==> config.mk <==
export PLATFORM = sky130hd
export DESIGN_NAME = alu_uart_ctrl_flat
export DESIGN_NICKNAME = d
export VERILOG_FILES = /design/src/rtl/alu_uart_ctrl_if.sv /design/src/rtl/alu_uart_ctrl.sv /design/src/flat_wrapper.sv
export SDC_FILE = /design/constraint.sdc
export NUM_CORES = 1
export LEC_CHECK = 0
export BUFFER_PORTS_ARGS = -buffer_cell sky130_fd_sc_hd__buf_2
export CAP_MARGIN = 10
export CORE_UTILIZATION = 47
export DETAILED_ROUTE_END_ITERATION = 16
export PLACE_DENSITY_LB_ADDON = 0.1
export SLEW_MARGIN = 0
export SYNTH_ARGS = -nofsm -noshare
export SYNTH_HDL_FRONTEND = slang
export SYNTH_SLANG_ARGS = --single-unit
export TNS_END_PERCENT = 20
==> constraint.sdc <==
create_clock -name i_clk -period 1.53 [get_ports i_clk]
set_input_delay 0.153 -clock i_clk [delete_from_list [all_inputs] [get_ports i_clk]]
set_output_delay 0.153 -clock i_clk [all_outputs]
set_load 0.05 [all_outputs]
==> src/rtl/alu_uart_ctrl_if.sv <==
`default_nettype none
// ============================================================================
// Module   : alu_uart_ctrl_if
// Brief    : UART RX/TX, ALU and status bundle for the ALU frame sequencer.
// Revision : 1.0
// ============================================================================
interface alu_uart_ctrl_if #(
  parameter int NB_DATA = 8,
  parameter int NB_OP   = 6
);
  logic [NB_DATA-1:0] i_rx_data;
  logic               i_rx_done;
  logic [NB_DATA-1:0] i_alu_result;
  logic               i_tx_done;
  logic [NB_OP-1:0]   o_alu_op;
  logic [NB_DATA-1:0] o_alu_data_A;
  logic [NB_DATA-1:0] o_alu_data_B;
  logic [NB_DATA-1:0] o_tx_data;
  logic               o_tx_start;
  logic               o_busy;
  logic               o_frame_err;
  logic               o_drop;

  // Sequencer side
  modport master (
    input  i_rx_data, i_rx_done, i_alu_result, i_tx_done,
    output o_alu_op, o_alu_data_A, o_alu_data_B, o_tx_data,
    output o_tx_start, o_busy, o_frame_err, o_drop
  );

  // UART / ALU side
  modport slave (
    output i_rx_data, i_rx_done, i_alu_result, i_tx_done,
    input  o_alu_op, o_alu_data_A, o_alu_data_B, o_tx_data,
    input  o_tx_start, o_busy, o_frame_err, o_drop
  );
endinterface
`default_nettype wire

==> src/rtl/alu_uart_ctrl.sv <==
`default_nettype none
// ============================================================================
// Module   : alu_uart_ctrl
// Brief    : Collects A/B/opcode frames from UART RX, runs the ALU, sends result.
// Revision : 1.0
// ============================================================================
module alu_uart_ctrl #(
  parameter int NB_DATA        = 8,
  parameter int NB_OP          = 6,
  parameter int TIMEOUT_CYCLES = 100000
) (
  input  logic           i_clk,
  input  logic           i_reset,
  alu_uart_ctrl_if.master bus
);

  localparam int CNT_W = (TIMEOUT_CYCLES > 0) ? $clog2(TIMEOUT_CYCLES + 1) : 1;
  localparam logic [CNT_W-1:0] TMO_MAX  = CNT_W'(TIMEOUT_CYCLES);
  localparam logic [CNT_W-1:0] TMO_LAST = (TIMEOUT_CYCLES > 0) ? CNT_W'(TIMEOUT_CYCLES - 1) : '0;

  localparam logic [NB_OP-1:0] OP_ADD = NB_OP'(6'b100000);
  localparam logic [NB_OP-1:0] OP_SUB = NB_OP'(6'b100010);
  localparam logic [NB_OP-1:0] OP_AND = NB_OP'(6'b100100);
  localparam logic [NB_OP-1:0] OP_OR  = NB_OP'(6'b100101);
  localparam logic [NB_OP-1:0] OP_XOR = NB_OP'(6'b100110);
  localparam logic [NB_OP-1:0] OP_NOR = NB_OP'(6'b100111);
  localparam logic [NB_OP-1:0] OP_SRA = NB_OP'(6'b000011);
  localparam logic [NB_OP-1:0] OP_SRL = NB_OP'(6'b000010);

  typedef enum logic [2:0] {
    WAIT_A  = 3'd0,
    WAIT_B  = 3'd1,
    WAIT_OP = 3'd2,
    EXEC    = 3'd3,
    WAIT_TX = 3'd4
  } state_e;

  state_e             state_q,     state_d;
  logic [NB_OP-1:0]   alu_op_q,    alu_op_d;
  logic [NB_DATA-1:0] alu_a_q,     alu_a_d;
  logic [NB_DATA-1:0] alu_b_q,     alu_b_d;
  logic [NB_DATA-1:0] tx_data_q,   tx_data_d;
  logic               tx_start_q,  tx_start_d;
  logic               busy_q,      busy_d;
  logic               frame_err_q, frame_err_d;
  logic               drop_q,      drop_d;
  logic [CNT_W-1:0]   tmo_cnt_q,   tmo_cnt_d;

  logic [NB_OP-1:0]   op_field;
  logic               op_valid;
  logic               tmo_hit;

  assign op_field = bus.i_rx_data[NB_OP-1:0];

  always_comb begin
    op_valid = 1'b0;
    case (op_field)
      OP_ADD, OP_SUB, OP_AND, OP_OR,
      OP_XOR, OP_NOR, OP_SRA, OP_SRL: op_valid = 1'b1;
      default:                        op_valid = 1'b0;
    endcase
  end

  // Counter value N-1 marks the Nth idle cycle; a byte arriving then still wins.
  assign tmo_hit = (TIMEOUT_CYCLES != 0) && (tmo_cnt_q == TMO_LAST);

  always_ff @(posedge i_clk) begin
    if (i_reset) begin
      state_q     <= WAIT_A;
      alu_op_q    <= '0;
      alu_a_q     <= '0;
      alu_b_q     <= '0;
      tx_data_q   <= '0;
      tx_start_q  <= 1'b0;
      busy_q      <= 1'b0;
      frame_err_q <= 1'b0;
      drop_q      <= 1'b0;
      tmo_cnt_q   <= '0;
    end else begin
      state_q     <= state_d;
      alu_op_q    <= alu_op_d;
      alu_a_q     <= alu_a_d;
      alu_b_q     <= alu_b_d;
      tx_data_q   <= tx_data_d;
      tx_start_q  <= tx_start_d;
      busy_q      <= busy_d;
      frame_err_q <= frame_err_d;
      drop_q      <= drop_d;
      tmo_cnt_q   <= tmo_cnt_d;
    end
  end

  always_comb begin
    state_d     = state_q;
    alu_op_d    = alu_op_q;
    alu_a_d     = alu_a_q;
    alu_b_d     = alu_b_q;
    tx_data_d   = tx_data_q;
    tx_start_d  = 1'b0;
    frame_err_d = 1'b0;
    drop_d      = 1'b0;
    tmo_cnt_d   = '0;

    case (state_q)
      WAIT_A: begin
        if (bus.i_rx_done) begin
          alu_a_d = bus.i_rx_data;
          state_d = WAIT_B;
        end
      end

      WAIT_B: begin
        if (bus.i_rx_done) begin
          alu_b_d = bus.i_rx_data;
          state_d = WAIT_OP;
        end else if (tmo_hit) begin
          frame_err_d = 1'b1;
          state_d     = WAIT_A;
        end else if (tmo_cnt_q != TMO_MAX) begin
          tmo_cnt_d = tmo_cnt_q + CNT_W'(1);
        end else begin
          tmo_cnt_d = tmo_cnt_q;
        end
      end

      WAIT_OP: begin
        if (bus.i_rx_done) begin
          if (op_valid) begin
            alu_op_d = op_field;
            state_d  = EXEC;
          end else begin
            frame_err_d = 1'b1;
            state_d     = WAIT_A;
          end
        end else if (tmo_hit) begin
          frame_err_d = 1'b1;
          state_d     = WAIT_A;
        end else if (tmo_cnt_q != TMO_MAX) begin
          tmo_cnt_d = tmo_cnt_q + CNT_W'(1);
        end else begin
          tmo_cnt_d = tmo_cnt_q;
        end
      end

      EXEC: begin
        tx_data_d  = bus.i_alu_result;
        tx_start_d = 1'b1;
        drop_d     = bus.i_rx_done;
        state_d    = WAIT_TX;
      end

      WAIT_TX: begin
        // A byte coincident with tx_done is still dropped.
        drop_d = bus.i_rx_done;
        if (bus.i_tx_done) begin
          state_d = WAIT_A;
        end
      end

      default: begin
        state_d = WAIT_A;
      end
    endcase

    busy_d = (state_d == EXEC) || (state_d == WAIT_TX);
  end

  assign bus.o_alu_op     = alu_op_q;
  assign bus.o_alu_data_A = alu_a_q;
  assign bus.o_alu_data_B = alu_b_q;
  assign bus.o_tx_data    = tx_data_q;
  assign bus.o_tx_start   = tx_start_q;
  assign bus.o_busy       = busy_q;
  assign bus.o_frame_err  = frame_err_q;
  assign bus.o_drop       = drop_q;

endmodule
`default_nettype wire

==> src/flat_wrapper.sv <==
// flat-port wrapper written by rule: the top's interface ports become plain ports
module alu_uart_ctrl_flat 
#(
  parameter int NB_DATA        = 8,
  parameter int NB_OP          = 6,
  parameter int TIMEOUT_CYCLES = 100000
)
  (i_clk, i_reset, bus_i_rx_data, bus_i_rx_done, bus_i_alu_result, bus_i_tx_done, bus_o_alu_op, bus_o_alu_data_A, bus_o_alu_data_B, bus_o_tx_data, bus_o_tx_start, bus_o_busy, bus_o_frame_err, bus_o_drop);
  alu_uart_ctrl_if #(.NB_DATA(NB_DATA), .NB_OP(NB_OP)) bus_i ();
  input  logic i_clk;
  input  logic i_reset;
  input wire logic [$bits(bus_i.i_rx_data)-1:0] bus_i_rx_data;
  input wire logic [$bits(bus_i.i_rx_done)-1:0] bus_i_rx_done;
  input wire logic [$bits(bus_i.i_alu_result)-1:0] bus_i_alu_result;
  input wire logic [$bits(bus_i.i_tx_done)-1:0] bus_i_tx_done;
  output wire logic [$bits(bus_i.o_alu_op)-1:0] bus_o_alu_op;
  output wire logic [$bits(bus_i.o_alu_data_A)-1:0] bus_o_alu_data_A;
  output wire logic [$bits(bus_i.o_alu_data_B)-1:0] bus_o_alu_data_B;
  output wire logic [$bits(bus_i.o_tx_data)-1:0] bus_o_tx_data;
  output wire logic [$bits(bus_i.o_tx_start)-1:0] bus_o_tx_start;
  output wire logic [$bits(bus_i.o_busy)-1:0] bus_o_busy;
  output wire logic [$bits(bus_i.o_frame_err)-1:0] bus_o_frame_err;
  output wire logic [$bits(bus_i.o_drop)-1:0] bus_o_drop;
  assign bus_i.i_rx_data = bus_i_rx_data;
  assign bus_i.i_rx_done = bus_i_rx_done;
  assign bus_i.i_alu_result = bus_i_alu_result;
  assign bus_i.i_tx_done = bus_i_tx_done;
  assign bus_o_alu_op = bus_i.o_alu_op;
  assign bus_o_alu_data_A = bus_i.o_alu_data_A;
  assign bus_o_alu_data_B = bus_i.o_alu_data_B;
  assign bus_o_tx_data = bus_i.o_tx_data;
  assign bus_o_tx_start = bus_i.o_tx_start;
  assign bus_o_busy = bus_i.o_busy;
  assign bus_o_frame_err = bus_i.o_frame_err;
  assign bus_o_drop = bus_i.o_drop;
  alu_uart_ctrl #(.NB_DATA(NB_DATA), .NB_OP(NB_OP), .TIMEOUT_CYCLES(TIMEOUT_CYCLES)) u_core (.i_clk(i_clk), .i_reset(i_reset), .bus(bus_i));
endmodule
Word level (Yosys, flattened, before mapping)
Index checks and enable logic that the tools add are counted.

cells by class
  add/subtract/negate cells = 1
  eq/ne operators = 16
  mux-type cells = 14
  bitwise gates (word level) = 2
  reduce and logical (&&, ||, !) cells = 10

operator list
  kind                                                              count
  6-bit == test (second input constant)                             6
  17-bit by 1-bit adder with 17-bit output (second input constant)  1
  17-bit == test (second input constant)                            1
  17-bit != test (second input constant)                            1
  3-bit 2-to-1 mux                                                  5
  3-bit one-hot mux with 5 select lines                             1
  6-bit by 2-bit == test with 1-bit output (second input constant)  2
  3-bit by 2-bit == test with 1-bit output (second input constant)  3
  8-bit OR reduction                                                1
  3-bit == test (second input constant)                             2
  1-bit 2-to-1 mux                                                  6
  2-bit OR reduction                                                3
  2-bit AND reduction                                               2
  4-bit OR reduction                                                1
  3-bit by 1-bit == test with 1-bit output (second input constant)  1
  3-bit logical NOT                                                 1
  3-bit AND reduction                                               1
  2-bit 2-to-1 mux                                                  1
  1-bit NOT                                                         2
  1-bit one-hot mux with 2 select lines                             1
  1-bit logical OR                                                  1

word-level totals
  register bits = 54
  input bits = 20
  output and inout port bits = 34
  logic and storage cells = 53

Logic depth before layout (Yosys ltp)
Gate-level depths: netlist (run 1).

  depth after elaboration = 8
  gate-level depth with buffers = 6
  gate-level depth less buffers = 6

Worst setup path before layout (run 1)
OpenSTA, ideal clock, no wires.

  path type = register to register
  from = register u_core.tmo_cnt_q[0]
  to = register u_core.tmo_cnt_q[16]
  setup time = 115 ps
  arrival time = 1400 ps
  required time = 1415 ps
  path slack = 16 ps
  cell stages (with the launch flop) = 7
  path buffers = 1
  period minus slack after synthesis = 1514 ps
  cell sequence = dfxtp_1 ha_1 nor4b_1 nand4_1 nand2_1 buf_6 nor2_1

on the way
  cells in the longest elaborated chain, start to end = 2
  elaborated cells between the ends (all ways) = 4
  classes of those cells = add/sub: 1; eq/ne: 2; reduce/logical: 1

ends and longest elaborated chain
  element                                                                                           line                 RTL
  start, declared                                                                                   alu_uart_ctrl.sv:47  logic [CNT_W-1:0] tmo_cnt_q, tmo_cnt_d;
  start signal, assigned                                                                            alu_uart_ctrl.sv:89  tmo_cnt_q <= tmo_cnt_d;
  parallel branches: the longest is 2 deep, another holds 17-bit by 1-bit adder with 17-bit output  --

Parallel ways; which one is timed is not known.
A chain may end at the register's enable or synchronous reset.

Worst setup path after layout (run 1)
  from = register u_core.tmo_cnt_q[0]
  to = register u_core.tmo_cnt_q[1]

Same word-level chain as after synthesis.

==> results of run 1 <==
==> registers in the layout, indices dropped and copies added (netlist names) <==
| signal | flops |
|---|---|
| u_core.bus.o_alu_data_A | 8 |
| u_core.bus.o_alu_data_B | 8 |
| u_core.bus.o_alu_op | 6 |
| u_core.bus.o_drop | 1 |
| u_core.bus.o_busy | 1 |
| u_core.tmo_cnt_q | 17 |
| u_core.bus.o_tx_start | 1 |
| u_core.bus.o_tx_data | 8 |
| u_core.bus.o_frame_err | 1 |
| u_core.state_q | 3 |
==> worst max path at each step <==
| stage | startpoint | endpoint | slack [ns] |
|---|---|---|---|
| floorplan | u_core.tmo_cnt_q[0] | u_core.tmo_cnt_q[16] | 0.02 |
| global route | u_core.tmo_cnt_q[0] | u_core.tmo_cnt_q[1] | -0.06 |
| global placement | u_core.tmo_cnt_q[2] | u_core.tmo_cnt_q[0] | 0.02 |
| detailed placement | u_core.tmo_cnt_q[0] | u_core.state_q[0] | -0.01 |
| CTS | u_core.tmo_cnt_q[5] | u_core.tmo_cnt_q[0] | 0.03 |
| finish | u_core.tmo_cnt_q[0] | u_core.tmo_cnt_q[1] | 0.04 |
==> cell type report <==
cell class                      count  area (um2)  share of cell area [%]
Timing Repair Buffer               70         405                    14.3
Inverter                            5        18.8                   0.661
Sequential cell                    54        1090                    38.3
Multi-Input combinational cell    189        1180                    41.5
Clock inverter                      2        13.8                   0.484
Tap cell                           52        65.1                    2.29
Clock buffer                        6        72.6                    2.55
==> power by group through the flow <==
stage               combinational (mW)  sequential [mW]  clock (mW)
floorplan                        0.131             1.60           0
global placement                 0.330             1.50           0
detailed placement               0.333             1.50           0
CTS                              0.333             1.47       0.803
global route                     0.366             1.47       0.865
finish                           0.336             1.47       0.784
==> through the flow <==
step / hold WS, ns / total power, mW
global route: 0.0705 / 2.71
CTS: 0.0620 / 2.60
finish: 0.0644 / 2.59
global placement: 0.381 / 1.83
detailed placement: 0.390 / 1.83
floorplan: 0.289 / 1.73
==> repair_timing <==
| item | CTS | global route |
|---|---|---|
| resized for setup | 1 | 17 |
| pin swaps | 0 | 4 |
| endpoints found under the setup margin | 16 | 26 |
==> layer usage <==
metal	share of wire, %	global-route usage [%]	vias up
li1	-	-	1023
met1	52	30.3	887
met2	42	28.6	43
met3	4.5	6.61	8
met4	1.6	8.28	0
met5	0	0	-
==> synth_stat cells, types with 2 or more instances <==
library cell                n
sky130_fd_sc_hd__dfxtp_1   54
sky130_fd_sc_hd__nand2_1   43
sky130_fd_sc_hd__nor2_1    32
sky130_fd_sc_hd__a21oi_1   23
sky130_fd_sc_hd__xnor2_1   14
sky130_fd_sc_hd__nand3_1   11
sky130_fd_sc_hd__mux2i_1    8
sky130_fd_sc_hd__buf_2      7
sky130_fd_sc_hd__nor4_1     6
sky130_fd_sc_hd__clkbuf_1   5
sky130_fd_sc_hd__inv_1      5
sky130_fd_sc_hd__nand4_1    5
sky130_fd_sc_hd__nor3b_1    5
sky130_fd_sc_hd__o21ai_0    5
sky130_fd_sc_hd__nor3_1     4
sky130_fd_sc_hd__nand2b_1   3
sky130_fd_sc_hd__nor2b_1    3
sky130_fd_sc_hd__nor4b_1    3
sky130_fd_sc_hd__xor2_1     3
sky130_fd_sc_hd__a31oi_1    2
sky130_fd_sc_hd__and2_1     2
sky130_fd_sc_hd__ha_1       2
sky130_fd_sc_hd__nand3b_1   2
==> worst min-delay path, delay by kind of cell <==
family                 cells  cell delay [ns]
multiplexers               1             0.05
buffers and inverters      1             0.07
AND/OR/NAND/NOR            1             0.07
==> kinds of logic (layout without fill, tap and decap cells) <==
family          count (synthesis)  in the layout  synth area share (%)
compound gates                 35             35                  8.81
fa+ha+maj                       2              2                  1.10
simple gates                  127            127                  28.7
flops                          54             54                  47.6
buf+inv                        18             83                  3.69
xor+xnor                       17             17                  6.55
mux                             8              8                  3.52
==> impl_results.html, run 1 <==
<table>
<tr><th>Metric</th><th>Value</th></tr>
<tr><th colspan="2">Synth</th></tr>
<tr><td>Gate Count Post-Synth</td><td>261</td></tr>
<tr><td>Fraction of synthesized cell area taken by the top area cell type</td><td>47.6%</td></tr>
<tr><td>Warnings, synthesis</td><td>0</td></tr>
<tr><td>Avg Cell Area, Syn</td><td>8.71 um2</td></tr>
<tr><td>Distinct cells, synth</td><td>37</td></tr>
<tr><td>Leading cell types by total area after synthesis</td><td>sky130_fd_sc_hd__dfxtp_1, sky130_fd_sc_hd__nand2_1, sky130_fd_sc_hd__xnor2_1</td></tr>
<tr><td>Area of the mapped netlist</td><td>2270 um2</td></tr>
<tr><td>Count of state elements after synthesis</td><td>between 50 and 60</td></tr>
<tr><td>Number of synthesized flops with an enable pin</td><td>0</td></tr>
<tr><td>Net count after synthesis</td><td>approximately 280</td></tr>
<tr><td>Main flop type after synthesis</td><td>sky130_fd_sc_hd__dfxtp_1</td></tr>
<tr><td>Part of the Yosys area used for sequential elements</td><td>~48%</td></tr>
<tr><td>Largest area contributor in the synthesized netlist</td><td>sky130_fd_sc_hd__dfxtp_1</td></tr>
<tr><td>Fraction of registers with async set/reset</td><td>0%</td></tr>
<tr><th colspan="2">Pwr</th></tr>
<tr><td>Switching share of power</td><td>27.6%</td></tr>
<tr><td>Net Switching</td><td>approximately 0.71 mW</td></tr>
<tr><td>IR Drop Worst-Case VDD</td><td>between 0.0005 and 0.0006 V</td></tr>
<tr><td>Static power due to leakage</td><td>around 1.2 nW</td></tr>
<tr><td>Cell Int Power</td><td>1.88 mW</td></tr>
<tr><td>Combinational share of power</td><td>between 10% and 20%</td></tr>
<tr><td>Sequential share of power</td><td>56.7%</td></tr>
<tr><td>Power per cell area</td><td>about 900 nW/um2</td></tr>
<tr><td>Share of total power in the clock network</td><td>a little under a third</td></tr>
<tr><th colspan="2">Timing</th></tr>
<tr><td>Max Freq</td><td>roughly 0.67 GHz</td></tr>
<tr><td>Post-layout worst setup margin</td><td>about 0.036 ns</td></tr>
<tr><td>Fraction of the cycle the final worst path needs</td><td>between 90% and 100%</td></tr>
<tr><td>Number of failing hold endpoints at the final stage</td><td>0</td></tr>
<tr><td>Total negative setup slack</td><td>0 ns</td></tr>
<tr><td>Slew at the pin closest to its max-slew limit</td><td>between 0.4 and 0.5 ns</td></tr>
<tr><td>Max-slew headroom at the worst pin</td><td>about two thirds</td></tr>
<tr><td>Unrepaired setup endpoints after global routing</td><td>yes</td></tr>
<tr><td>Post-layout min period</td><td>1.49 ns</td></tr>
<tr><td>Final Slew Violations</td><td>0</td></tr>
<tr><td>Final setup violation count</td><td>0</td></tr>
<tr><td>Max Clock Skew</td><td>just under 0.009 ns</td></tr>
<tr><th colspan="2">Detailed routing</th></tr>
<tr><td>Detailed Route WL</td><td>around 4.9 mm</td></tr>
<tr><td>Number of design-rule violations left by the first detailed-router iteration</td><td>between 100 and 150</td></tr>
<tr><td>Routed wire per std cell</td><td>13.0 um</td></tr>
<tr><td>DRC viols</td><td>0</td></tr>
<tr><td>Count of TritonRoute iterations in the first routing pass</td><td>4</td></tr>
<tr><td>Number of nets with antenna violations after routing</td><td>0</td></tr>
<tr><td>Total number of vias</td><td>a little under 2000</td></tr>
<tr><td>Post-detailed-route via-to-cell ratio</td><td>between 5 and 6</td></tr>
<tr><th colspan="2">Placed design</th></tr>
<tr><td>Placement Setup Slack</td><td>-0.0112 ns</td></tr>
<tr><td>Area after detailed placement</td><td>2680 um2</td></tr>
<tr><td>Post-DP HPWL</td><td>3.53 mm</td></tr>
<tr><td>Final estimated routing congestion in global placement</td><td>~0.85</td></tr>
<tr><td>Number of cells in the design after placement</td><td>370</td></tr>
<tr><td>Buffers on Ports</td><td>between 50 and 60</td></tr>
<tr><th colspan="2">Cells and area</th></tr>
<tr><td>Share of final-layout standard cells stronger than drive strength 1</td><td>between 30% and 40%</td></tr>
<tr><td>Highest-count cells in the layout ignoring fill and taps</td><td>sky130_fd_sc_hd__buf_2, sky130_fd_sc_hd__dfxtp_1, sky130_fd_sc_hd__nand2_1</td></tr>
<tr><td>Utilization of the core after routing</td><td>between 60 and 70%</td></tr>
<tr><td>Area Growth Syn to Fin</td><td>25.1%</td></tr>
<tr><td>Antenna diodes</td><td>0</td></tr>
<tr><td>Number of fill cells in the layout</td><td>between 400 and 500</td></tr>
<tr><td>Net total in the final layout</td><td>around 350</td></tr>
<tr><td>Final design area excluding fillers</td><td>2840 um2</td></tr>
<tr><td>Most common cell after layout, fill and taps aside</td><td>sky130_fd_sc_hd__buf_2</td></tr>
<tr><td>Post-route insts no fill</td><td>approximately 380</td></tr>
<tr><th colspan="2">GRT</th></tr>
<tr><td>GRT Residual Overflow</td><td>0</td></tr>
<tr><td>Antenna violations before repair</td><td>0</td></tr>
<tr><td>Pin count of the biggest net entering global routing</td><td>23</td></tr>
<tr><td>First-pass GRT wire length</td><td>between 8 and 9 mm</td></tr>
<tr><td>Vias in the first global route</td><td>around 1800</td></tr>
<tr><td>Overall fraction of global-route tracks in use</td><td>20.9%</td></tr>
<tr><th colspan="2">Critical path</th></tr>
<tr><td>Worst R2R Start</td><td>u_core.tmo_cnt_q[0]</td></tr>
<tr><td>Crit path max fanout</td><td>5</td></tr>
<tr><td>Chain of cells forming the critical path</td><td>inv_1, ha_1, nor4bb_2, nor2b_1, o2111ai_1, a32o_2</td></tr>
<tr><td>Type of destination of the critical path</td><td>register</td></tr>
<tr><td>Largest stage delay on the critical path</td><td>roughly 0.35 ns</td></tr>
<tr><td>Category of cells accounting for the largest share of critical-path delay</td><td>simple AND/OR/NAND/NOR gates</td></tr>
<tr><td>Capture instance of the worst register-to-register path</td><td>u_core.tmo_cnt_q[1]</td></tr>
<tr><td>Reg-to-reg setup timing slack</td><td>roughly 0.036 ns</td></tr>
<tr><td>Critical path type</td><td>register to register</td></tr>
<tr><td>WP buf/inv</td><td>1</td></tr>
<tr><td>Arrival time at the worst endpoint</td><td>about 1.7 ns</td></tr>
<tr><td>Startpoint class of the critical path</td><td>register</td></tr>
<tr><td>Required @ worst endpoint</td><td>around 1.7 ns</td></tr>
<tr><td>Slowest cell on crit path</td><td>sky130_fd_sc_hd__dfxtp_2</td></tr>
<tr><td>Worst path depth</td><td>6</td></tr>
<tr><td>Cell depth of the worst flop-to-flop path</td><td>6</td></tr>
<tr><th colspan="2">Min path</th></tr>
<tr><td>Type of the worst min-delay path</td><td>input port to register</td></tr>
<tr><td>Hold depth</td><td>3</td></tr>
<tr><td>Hold EP</td><td>u_core.bus.o_tx_data[5]</td></tr>
<tr><td>Critical hold path startpoint</td><td>bus_i_alu_result[5]</td></tr>
<tr><th colspan="2">CTS</th></tr>
<tr><td>Clock Tree Root</td><td>sky130_fd_sc_hd__clkbuf_8</td></tr>
<tr><td>Num CTS Buffers</td><td>5</td></tr>
<tr><td>Clock network latency to the later pin of the worst-skew pair</td><td>between 0.3 and 0.4 ns</td></tr>
<tr><td>Hold-fix buffers at CTS</td><td>0</td></tr>
<tr><td>Clock net sink count</td><td>54</td></tr>
<tr><td>Post-CTS Setup Repair Bufs</td><td>0</td></tr>
<tr><td>Clock transition at path regs</td><td>0.09 ns</td></tr>
<tr><td>CTS Buffer Depth</td><td>2</td></tr>
<tr><td>TritonCTS clock tree</td><td>done</td></tr>
<tr><td>Number of H-tree levels</td><td>2</td></tr>
<tr><th colspan="2">Die</th></tr>
<tr><td>Area of the placeable core</td><td>4500 um2</td></tr>
<tr><td>Chip Width</td><td>roughly 70 um</td></tr>
<tr><td>Top-Level Pins</td><td>54</td></tr>
<tr><td>Die area</td><td>between 5000 and 6000 um2</td></tr>
<tr><td>Std cell rows</td><td>24</td></tr>
<tr><td>Effective utilization at floorplan</td><td>between 50 and 60%</td></tr>
<tr><td>Chip height</td><td>71.5 um</td></tr>
<tr><th colspan="2">Outcome</th></tr>
<tr><td>Status</td><td>complete, no violations</td></tr>
<tr><th colspan="2">Run</th></tr>
<tr><td>Number of max-cap violations</td><td>0</td></tr>
</table>
Power figures use the tool's default switching activity.
==> run 2: changes to the inputs <==
==> constraint.sdc (replaced) <==
create_clock -name i_clk -period 1.3 [get_ports i_clk]
set_input_delay 0.13 -clock i_clk [delete_from_list [all_inputs] [get_ports i_clk]]
set_output_delay 0.13 -clock i_clk [all_outputs]
set_load 0.05 [all_outputs]
==> run 2 against run 1 <==
  * The flow now finishes with violations (negative setup slack)
  * Clock power up 18%
  * Total power rose by 19%
  * Clock skew about the same
  * Maximum frequency increased by 4.9%
  * Cell count grew 7.1%
  * Critical path type unchanged
  * Largest cell class unchanged
  * Largest power group unchanged
==> impl_results.html, run 2 (same netlist as run 1, synthesis figures left out) <==
<table>
<tr><th>Metric</th><th>Value</th></tr>
<tr><th colspan="2">Die</th></tr>
<tr><td>Area of the placeable core</td><td>4500 um2 (unchanged)</td></tr>
<tr><td>Effective utilization at floorplan</td><td>50.4% (unchanged)</td></tr>
<tr><td>Chip Width</td><td>71.5 um (unchanged)</td></tr>
<tr><td>Die area</td><td>5120 um2 (unchanged)</td></tr>
<tr><td>Std cell rows</td><td>24 (unchanged)</td></tr>
<tr><td>Top-Level Pins</td><td>54 (unchanged)</td></tr>
<tr><td>Chip height</td><td>71.5 um (unchanged)</td></tr>
<tr><th colspan="2">Pwr</th></tr>
<tr><td>Power consumption</td><td>3.08 mW (+19%)</td></tr>
<tr><td>Cell Int Power</td><td>2.23 mW (+19%)</td></tr>
<tr><td>Sequential share of power</td><td>55.8% (-0.9 points)</td></tr>
<tr><td>Net Switching</td><td>0.849 mW (+19%)</td></tr>
<tr><td>IR Drop Worst-Case VDD</td><td>0.000697 V (+20%)</td></tr>
<tr><td>Combinational share of power</td><td>14.3% (+1.3 points)</td></tr>
<tr><td>Power per cell area</td><td>985 nW/um2 (+8.2%)</td></tr>
<tr><td>Switching share of power</td><td>27.6% (+0.033 points)</td></tr>
<tr><td>Static power due to leakage</td><td>1.33 nW (+15%)</td></tr>
<tr><td>Share of total power in the clock network</td><td>29.9% (-0.4 points)</td></tr>
<tr><th colspan="2">CTS</th></tr>
<tr><td>Clock Tree Root</td><td>sky130_fd_sc_hd__clkbuf_8</td></tr>
<tr><td>CTS Buffer Depth</td><td>2 (unchanged)</td></tr>
<tr><td>Clock net sink count</td><td>54 (unchanged)</td></tr>
<tr><td>Clock network latency to the later pin of the worst-skew pair</td><td>0.31 ns (about the same)</td></tr>
<tr><td>Clock transition at path regs</td><td>0.09 ns (about the same)</td></tr>
<tr><td>Num CTS Buffers</td><td>5 (unchanged)</td></tr>
<tr><td>TritonCTS clock tree</td><td>done</td></tr>
<tr><td>Number of H-tree levels</td><td>2 (unchanged)</td></tr>
<tr><th colspan="2">GRT</th></tr>
<tr><td>Pin count of the biggest net entering global routing</td><td>22 (-4.3%)</td></tr>
<tr><td>Overall fraction of global-route tracks in use</td><td>21.6% (+0.72 points)</td></tr>
<tr><td>GRT Residual Overflow</td><td>0 (unchanged)</td></tr>
<tr><td>Antenna violations before repair</td><td>0 (unchanged)</td></tr>
<tr><td>First-pass GRT wire length</td><td>8.78 mm (+6.8%)</td></tr>
<tr><td>Vias in the first global route</td><td>1930 (+8.6%)</td></tr>
<tr><th colspan="2">Outcome</th></tr>
<tr><td>Status</td><td>complete, but fails checks</td></tr>
<tr><td>Violations in the final reports</td><td>negative setup slack</td></tr>
<tr><th colspan="2">Placed design</th></tr>
<tr><td>Final estimated routing congestion in global placement</td><td>0.830 (-1.9%)</td></tr>
<tr><td>Area after detailed placement</td><td>2920 um2 (+9.0%)</td></tr>
<tr><td>Buffers on Ports</td><td>53 (unchanged)</td></tr>
<tr><td>Post-DP HPWL</td><td>3.68 mm (+4.0%)</td></tr>
<tr><th colspan="2">Timing</th></tr>
<tr><td>Worst hold slack after final layout</td><td>0.0532 ns (-0.0112 ns)</td></tr>
<tr><td>Fraction of the cycle the final worst path needs</td><td>109% (+12 points)</td></tr>
<tr><td>Post-layout worst setup margin</td><td>-0.123 ns (-0.160 ns)</td></tr>
<tr><td>Max-slew headroom at the worst pin</td><td>64.4% (-2.4 points)</td></tr>
<tr><td>Post-layout min period</td><td>1.42 ns (-0.0704 ns)</td></tr>
<tr><td>Final setup violation count</td><td>19 (+19)</td></tr>
<tr><td>Max Freq</td><td>0.703 GHz (+4.9%)</td></tr>
<tr><td>Slew at the pin closest to its max-slew limit</td><td>0.533 ns (+0.0431 ns)</td></tr>
<tr><td>Number of failing hold endpoints at the final stage</td><td>0 (unchanged)</td></tr>
<tr><td>Max Clock Skew</td><td>0.00934 ns (+0.000485 ns)</td></tr>
<tr><td>Unrepaired setup endpoints after global routing</td><td>yes</td></tr>
<tr><td>Final Slew Violations</td><td>0 (unchanged)</td></tr>
<tr><th colspan="2">Detailed routing</th></tr>
<tr><td>Number of nets with antenna violations after routing</td><td>0 (unchanged)</td></tr>
<tr><td>Number of design-rule violations left by the first detailed-router iteration</td><td>105 (+4.0%)</td></tr>
<tr><td>Post-detailed-route via-to-cell ratio</td><td>5.16 (-0.53%)</td></tr>
<tr><td>Routed wire per std cell</td><td>12.9 um (-0.66%)</td></tr>
<tr><td>DRC viols</td><td>0 (unchanged)</td></tr>
<tr><td>Detailed Route WL</td><td>5.21 mm (+6.4%)</td></tr>
<tr><td>Count of TritonRoute iterations in the first routing pass</td><td>4 (unchanged)</td></tr>
<tr><td>Total number of vias</td><td>2090 (+6.6%)</td></tr>
<tr><th colspan="2">Cells and area</th></tr>
<tr><td>Largest register by flop count</td><td>u_core.tmo_cnt_q</td></tr>
<tr><td>Share of final-layout standard cells stronger than drive strength 1</td><td>39.1% (+8.1 points)</td></tr>
<tr><td>Antenna diodes</td><td>0 (unchanged)</td></tr>
<tr><td>Final design area excluding fillers</td><td>3120 um2 (+10%)</td></tr>
<tr><td>Area Growth Syn to Fin</td><td>37.5%</td></tr>
<tr><td>Net total in the final layout</td><td>374 (+7.8%)</td></tr>
<tr><td>Flip-flop count of the largest register after layout</td><td>17 (unchanged)</td></tr>
<tr><td>Highest-count cells in the layout ignoring fill and taps</td><td>sky130_fd_sc_hd__buf_2, sky130_fd_sc_hd__dfxtp_1, sky130_fd_sc_hd__nand2_1</td></tr>
<tr><td>Most common cell after layout, fill and taps aside</td><td>sky130_fd_sc_hd__buf_2</td></tr>
<tr><td>Utilization of the core after routing</td><td>69.4% (+6.3 points)</td></tr>
<tr><td>Number of fill cells in the layout</td><td>359 (-11%)</td></tr>
<tr><th colspan="2">Critical path</th></tr>
<tr><td>Required @ worst endpoint</td><td>1.50 ns (-0.23 ns)</td></tr>
<tr><td>Critical path type</td><td>register to register</td></tr>
<tr><td>Crit path max fanout</td><td>15 (+10)</td></tr>
<tr><td>Type of destination of the critical path</td><td>register</td></tr>
<tr><td>Startpoint class of the critical path</td><td>register</td></tr>
<tr><td>Arrival time at the worst endpoint</td><td>1.62 ns (-0.08 ns)</td></tr>
<tr><th colspan="2">Run</th></tr>
<tr><td>Number of max-cap violations</td><td>0 (unchanged)</td></tr>
<tr><th colspan="2">Min path</th></tr>
<tr><td>Type of the worst min-delay path</td><td>input port to register</td></tr>
</table>
## run 2: critical path, stage by stage (launching register included)
cell                      delay, ns
sky130_fd_sc_hd__dfxtp_2       0.35
sky130_fd_sc_hd__buf_6         0.13
sky130_fd_sc_hd__nor4b_2       0.24
sky130_fd_sc_hd__nand4_1       0.24
sky130_fd_sc_hd__nand2_2       0.16
sky130_fd_sc_hd__buf_12        0.15
sky130_fd_sc_hd__nor2_1        0.05
## run 2: path summary, 6_finish.rpt
| check | from | to | slack (ns) | cells past startpoint |
|---|---|---|---|---|
| max reg2reg | u_core.tmo_cnt_q[8] | u_core.tmo_cnt_q[7] | -0.12 | 6 |
| max | u_core.tmo_cnt_q[8] | u_core.tmo_cnt_q[7] | -0.12 | 6 |
| min | bus_i_alu_result[2] | u_core.bus.o_tx_data[2] | 0.05 | 3 |
| min reg2reg | u_core.bus.o_alu_data_B[6] | u_core.bus.o_alu_data_B[6] | 0.46 | 2 |
## run 2: cell type report
cell class / count / area (um2) / area share (%)
clock buffer: 7 / 76.3 / 2.44
clock inverter: 1 / 7.51 / 0.240
inverter: 5 / 21.3 / 0.681
multi-input combinational: 189 / 1220 / 39.0
sequential: 54 / 1110 / 35.4
tap: 52 / 65.1 / 2.08
timing repair buffer: 97 / 628 / 20.1
## run 2: metal layers
layer | global-route usage (%) | part of all wire, % | vias up
li1 | - | - | 1075
met1 | 30.2 | 50 | 963
met2 | 34.5 | 45 | 47
met3 | 4.78 | 3.9 | 5
met4 | 4.58 | 0.81 | 0
met5 | 0 | 0 | -
## run 2: through the flow
step / instances / worst slack (ns) / setup TNS (ns)
after global placement: 392 / -0.115 / -1.34
after detailed placement: 392 / -0.168 / -2.15
after global routing: 405 / -0.185 / -3.33
final: 405 / -0.123 / -1.83
after floorplan: 261 / -0.0391 / -0.0767
after CTS: 403 / -0.0980 / -1.02
## run 2: what timing repair did
action                     CTS  global route
setup buffers                3             2
setup endpoints to repair   26            51
hold buffers                 0             0
pin swaps                    4             4
gates resized for setup     12            16
## run 2: power by group through the flow
stage                     Sequential, mW  Combinational [mW]  Clock [mW]
after CTS                           1.72               0.436       0.958
after global placement              1.76               0.421           0
after floorplan                     1.88               0.156           0
after global routing                1.72               0.477       0.984
after detailed placement            1.76               0.427           0
final                               1.72               0.441       0.922
==> run 3: changes to the inputs <==
--- a/config.mk
+++ b/config.mk
@@ -7,7 +7,9 @@
 export LEC_CHECK = 0
 export BUFFER_PORTS_ARGS = -buffer_cell sky130_fd_sc_hd__buf_2
 export CAP_MARGIN = 10
-export CORE_UTILIZATION = 47
+export CELL_PAD_IN_SITES_DETAIL_PLACEMENT = 2
+export CELL_PAD_IN_SITES_GLOBAL_PLACEMENT = 2
+export CORE_UTILIZATION = 28
 export DETAILED_ROUTE_END_ITERATION = 16
 export PLACE_DENSITY_LB_ADDON = 0.1
 export SLEW_MARGIN = 0
==> run 3 against run 2 <==
  * The run still ends with negative setup slack left
  * Global-route usage is 4.4 points lower
  * Cell count is 14% higher
  * Via count is 7.1% higher
  * Non-clock buffer count is 6 higher
  * Sequential share of layout area is 2.0 points lower
  * Combinational power is 4.5% higher
  * Final area is 6.0% higher
  * First-iteration DRC count is 62% lower
  * Clock skew is 0.0032 ns lower
  * Maximum frequency is 10% lower
  * Die area is 66% higher
  * Clock-buffer cell count is 2 lower
  * Largest cell class unchanged
==> impl_results.html, run 3 (same netlist as run 1, synthesis figures left out) <==
<table>
<tr><th>Metric</th><th>Value</th></tr>
<tr><th colspan="2">Die</th></tr>
<tr><td>Std cell rows</td><td>32 (+33%)</td></tr>
<tr><td>Area of the placeable core</td><td>7810 um2 (+73%)</td></tr>
<tr><td>Top-Level Pins</td><td>54 (unchanged)</td></tr>
<tr><td>Effective utilization at floorplan</td><td>29.1% (-21 points)</td></tr>
<tr><td>Chip Width</td><td>92.1 um (+29%)</td></tr>
<tr><td>Die area</td><td>8480 um2 (+66%)</td></tr>
<tr><td>Chip height</td><td>92.1 um (+29%)</td></tr>
<tr><th colspan="2">CTS</th></tr>
<tr><td>Hold-fix buffers at CTS</td><td>0 (unchanged)</td></tr>
<tr><td>Clock transition at path regs</td><td>0.10 ns (about the same)</td></tr>
<tr><td>Number of H-tree levels</td><td>2 (unchanged)</td></tr>
<tr><td>TritonCTS clock tree</td><td>done</td></tr>
<tr><td>Clock Tree Root</td><td>sky130_fd_sc_hd__clkbuf_8</td></tr>
<tr><td>Clock net sink count</td><td>54 (unchanged)</td></tr>
<tr><td>CTS Buffer Depth</td><td>2 (unchanged)</td></tr>
<tr><td>Num CTS Buffers</td><td>5 (unchanged)</td></tr>
<tr><td>Clock network latency to the later pin of the worst-skew pair</td><td>0.31 ns (about the same)</td></tr>
<tr><th colspan="2">Critical path</th></tr>
<tr><td>Largest stage delay on the critical path</td><td>0.40 ns (+0.05 ns)</td></tr>
<tr><td>Cell depth of the worst flop-to-flop path</td><td>7 (+1)</td></tr>
<tr><td>Arrival time at the worst endpoint</td><td>1.76 ns (+0.14 ns)</td></tr>
<tr><td>Startpoint class of the critical path</td><td>register</td></tr>
<tr><td>Crit path max fanout</td><td>3 (-12)</td></tr>
<tr><td>Slowest cell on crit path</td><td>sky130_fd_sc_hd__dfxtp_4</td></tr>
<tr><td>Worst path depth</td><td>7 (+1)</td></tr>
<tr><td>Critical path type</td><td>register to register</td></tr>
<tr><td>Required @ worst endpoint</td><td>1.47 ns (-0.03 ns)</td></tr>
<tr><td>Type of destination of the critical path</td><td>register</td></tr>
<tr><td>WP buf/inv</td><td>2 (unchanged)</td></tr>
<tr><td>Category of cells accounting for the largest share of critical-path delay</td><td>simple AND/OR/NAND/NOR gates</td></tr>
<tr><td>Chain of cells forming the critical path</td><td>buf_12, ha_4, nor4b_4, nand4_1, buf_4, nand3b_1, a31oi_1</td></tr>
<tr><th colspan="2">Detailed routing</th></tr>
<tr><td>Number of nets with antenna violations after routing</td><td>0 (unchanged)</td></tr>
<tr><td>Detailed Route WL</td><td>7.33 mm (+41%)</td></tr>
<tr><td>Total number of vias</td><td>2239 (+7.1%)</td></tr>
<tr><td>Count of TritonRoute iterations in the first routing pass</td><td>3 (-1)</td></tr>
<tr><td>Number of design-rule violations left by the first detailed-router iteration</td><td>40 (-62%)</td></tr>
<tr><td>Post-detailed-route via-to-cell ratio</td><td>4.86 (-5.9%)</td></tr>
<tr><td>Routed wire per std cell</td><td>15.9 um (+24%)</td></tr>
<tr><td>DRC viols</td><td>0 (unchanged)</td></tr>
<tr><th colspan="2">GRT</th></tr>
<tr><td>Antenna violations before repair</td><td>0 (unchanged)</td></tr>
<tr><td>Vias in the first global route</td><td>2310 (+20%)</td></tr>
<tr><td>First-pass GRT wire length</td><td>11.5 mm (+31%)</td></tr>
<tr><td>GRT Residual Overflow</td><td>0 (unchanged)</td></tr>
<tr><td>Overall fraction of global-route tracks in use</td><td>17.2% (-4.4 points)</td></tr>
<tr><td>Pin count of the biggest net entering global routing</td><td>23 (+4.5%)</td></tr>
<tr><th colspan="2">Timing</th></tr>
<tr><td>Slew at the pin closest to its max-slew limit</td><td>0.583 ns (+0.0493 ns)</td></tr>
<tr><td>Post-layout min period</td><td>1.58 ns (+0.160 ns)</td></tr>
<tr><td>Final setup violation count</td><td>19 (unchanged)</td></tr>
<tr><td>Unrepaired setup endpoints after global routing</td><td>yes</td></tr>
<tr><td>Max Freq</td><td>0.632 GHz (-10%)</td></tr>
<tr><td>Post-layout worst setup margin</td><td>-0.283 ns (-0.160 ns)</td></tr>
<tr><td>Fraction of the cycle the final worst path needs</td><td>122% (+12 points)</td></tr>
<tr><td>Total negative setup slack</td><td>-3.90 ns (-2.07 ns)</td></tr>
<tr><td>Number of failing hold endpoints at the final stage</td><td>0 (unchanged)</td></tr>
<tr><td>Max-slew headroom at the worst pin</td><td>61.2% (-3.3 points)</td></tr>
<tr><td>Max Clock Skew</td><td>0.00616 ns (-0.00318 ns)</td></tr>
<tr><td>Final Slew Violations</td><td>0 (unchanged)</td></tr>
<tr><th colspan="2">Cells and area</th></tr>
<tr><td>Post-route insts no fill</td><td>461 (+14%)</td></tr>
<tr><td>Net total in the final layout</td><td>380 (+1.6%)</td></tr>
<tr><td>Antenna diodes</td><td>0 (unchanged)</td></tr>
<tr><td>Utilization of the core after routing</td><td>42.4% (-27 points)</td></tr>
<tr><td>Highest-count cells in the layout ignoring fill and taps</td><td>sky130_fd_sc_hd__buf_2, sky130_fd_sc_hd__buf_4, sky130_fd_sc_hd__nand2_1, sky130_fd_sc_hd__dfxtp_1, sky130_fd_sc_hd__nor2_1</td></tr>
<tr><td>Share of final-layout standard cells stronger than drive strength 1</td><td>42.6% (+3.5 points)</td></tr>
<tr><td>Flip-flop count of the largest register after layout</td><td>17 (unchanged)</td></tr>
<tr><td>Largest register by flop count</td><td>u_core.tmo_cnt_q</td></tr>
<tr><td>Area Growth Syn to Fin</td><td>45.8%</td></tr>
<tr><td>Most common cell after layout, fill and taps aside</td><td>sky130_fd_sc_hd__buf_2</td></tr>
<tr><th colspan="2">Outcome</th></tr>
<tr><td>Violations in the final reports</td><td>negative setup slack</td></tr>
<tr><td>Status</td><td>complete, but fails checks</td></tr>
<tr><th colspan="2">Pwr</th></tr>
<tr><td>Power consumption</td><td>3.18 mW (+3.2%)</td></tr>
<tr><td>Power per cell area</td><td>959 nW/um2 (-2.7%)</td></tr>
<tr><td>Static power due to leakage</td><td>1.38 nW (+3.3%)</td></tr>
<tr><td>IR Drop Worst-Case VDD</td><td>0.000449 V (-35%)</td></tr>
<tr><th colspan="2">Placed design</th></tr>
<tr><td>Buffers on Ports</td><td>53 (unchanged)</td></tr>
<tr><td>Final estimated routing congestion in global placement</td><td>0.753 (-9.2%)</td></tr>
<tr><td>Number of cells in the design after placement</td><td>447 (+14%)</td></tr>
<tr><td>Post-DP HPWL</td><td>5.15 mm (+40%)</td></tr>
<tr><th colspan="2">Min path</th></tr>
<tr><td>Type of the worst min-delay path</td><td>input port to register</td></tr>
<tr><td>Hold depth</td><td>3 (unchanged)</td></tr>
<tr><th colspan="2">Run</th></tr>
<tr><td>Number of max-cap violations</td><td>0 (unchanged)</td></tr>
</table>
run 3: path summary, 6_finish.rpt:
check / end / start / slack (ns)
min reg2reg: u_core.bus.o_alu_data_B[4] / u_core.bus.o_alu_data_B[4] / 0.46
max: u_core.state_q[0] / u_core.tmo_cnt_q[1] / -0.28
min: u_core.bus.o_tx_data[7] / bus_i_alu_result[7] / 0.05
max reg2reg: u_core.state_q[0] / u_core.tmo_cnt_q[1] / -0.28
run 3: final cells by class:
class                      count  area, um2
clock buffer                   5       68.8
clock inverter                 3       22.5
fill                         897       4490
inverter                       5       18.8
multi-input combinational    189       1280
sequential                    54       1110
tap                          102        128
timing repair buffer         103        688
run 3: worst register-to-register path, cell delays in order, from the launching register on:
cell                       delay [ns]
sky130_fd_sc_hd__dfxtp_4         0.40
sky130_fd_sc_hd__buf_12          0.11
sky130_fd_sc_hd__ha_4            0.14
sky130_fd_sc_hd__nor4b_4         0.18
sky130_fd_sc_hd__nand4_1         0.21
sky130_fd_sc_hd__buf_4           0.22
sky130_fd_sc_hd__nand3b_1        0.10
sky130_fd_sc_hd__a31oi_1         0.10
run 3: through the flow:
stage               area (um2)  hold slack (ns)  worst slack (ns)
floorplan                 2340            0.266           -0.0391
global placement          3010            0.360            -0.179
detailed placement        3010            0.369            -0.207
CTS                       3190           0.0336            -0.171
global route              3310           0.0508            -0.371
finish                    3310           0.0474            -0.283
run 3: power breakdown:
group	switching (mW)	internal, mW	leakage, nW
Sequential	0.0303	1.69	0.444
Combinational	0.299	0.162	0.887
Clock	0.607	0.389	0.0451
Total	0.936	2.24	1.38
run 3: timing repair:
item | 4_1_cts | 5_1_grt
pin swaps | 19 | 8
endpoints found under the hold margin | 0 | 0
setup endpoints to repair | 37 | 48
setup buffers | 3 | 3
resized for setup | 22 | 21
run 3: per-layer routing:
layer / up-vias / part of all wire, % / GRT usage (%)
li1: 1082 / - / -
met1: 1112 / 46 / 22.6
met2: 38 / 50 / 29.1
met3: 7 / 3.2 / 3.07
met4: 0 / 1.2 / 3.91
met5: - / 0 / 0
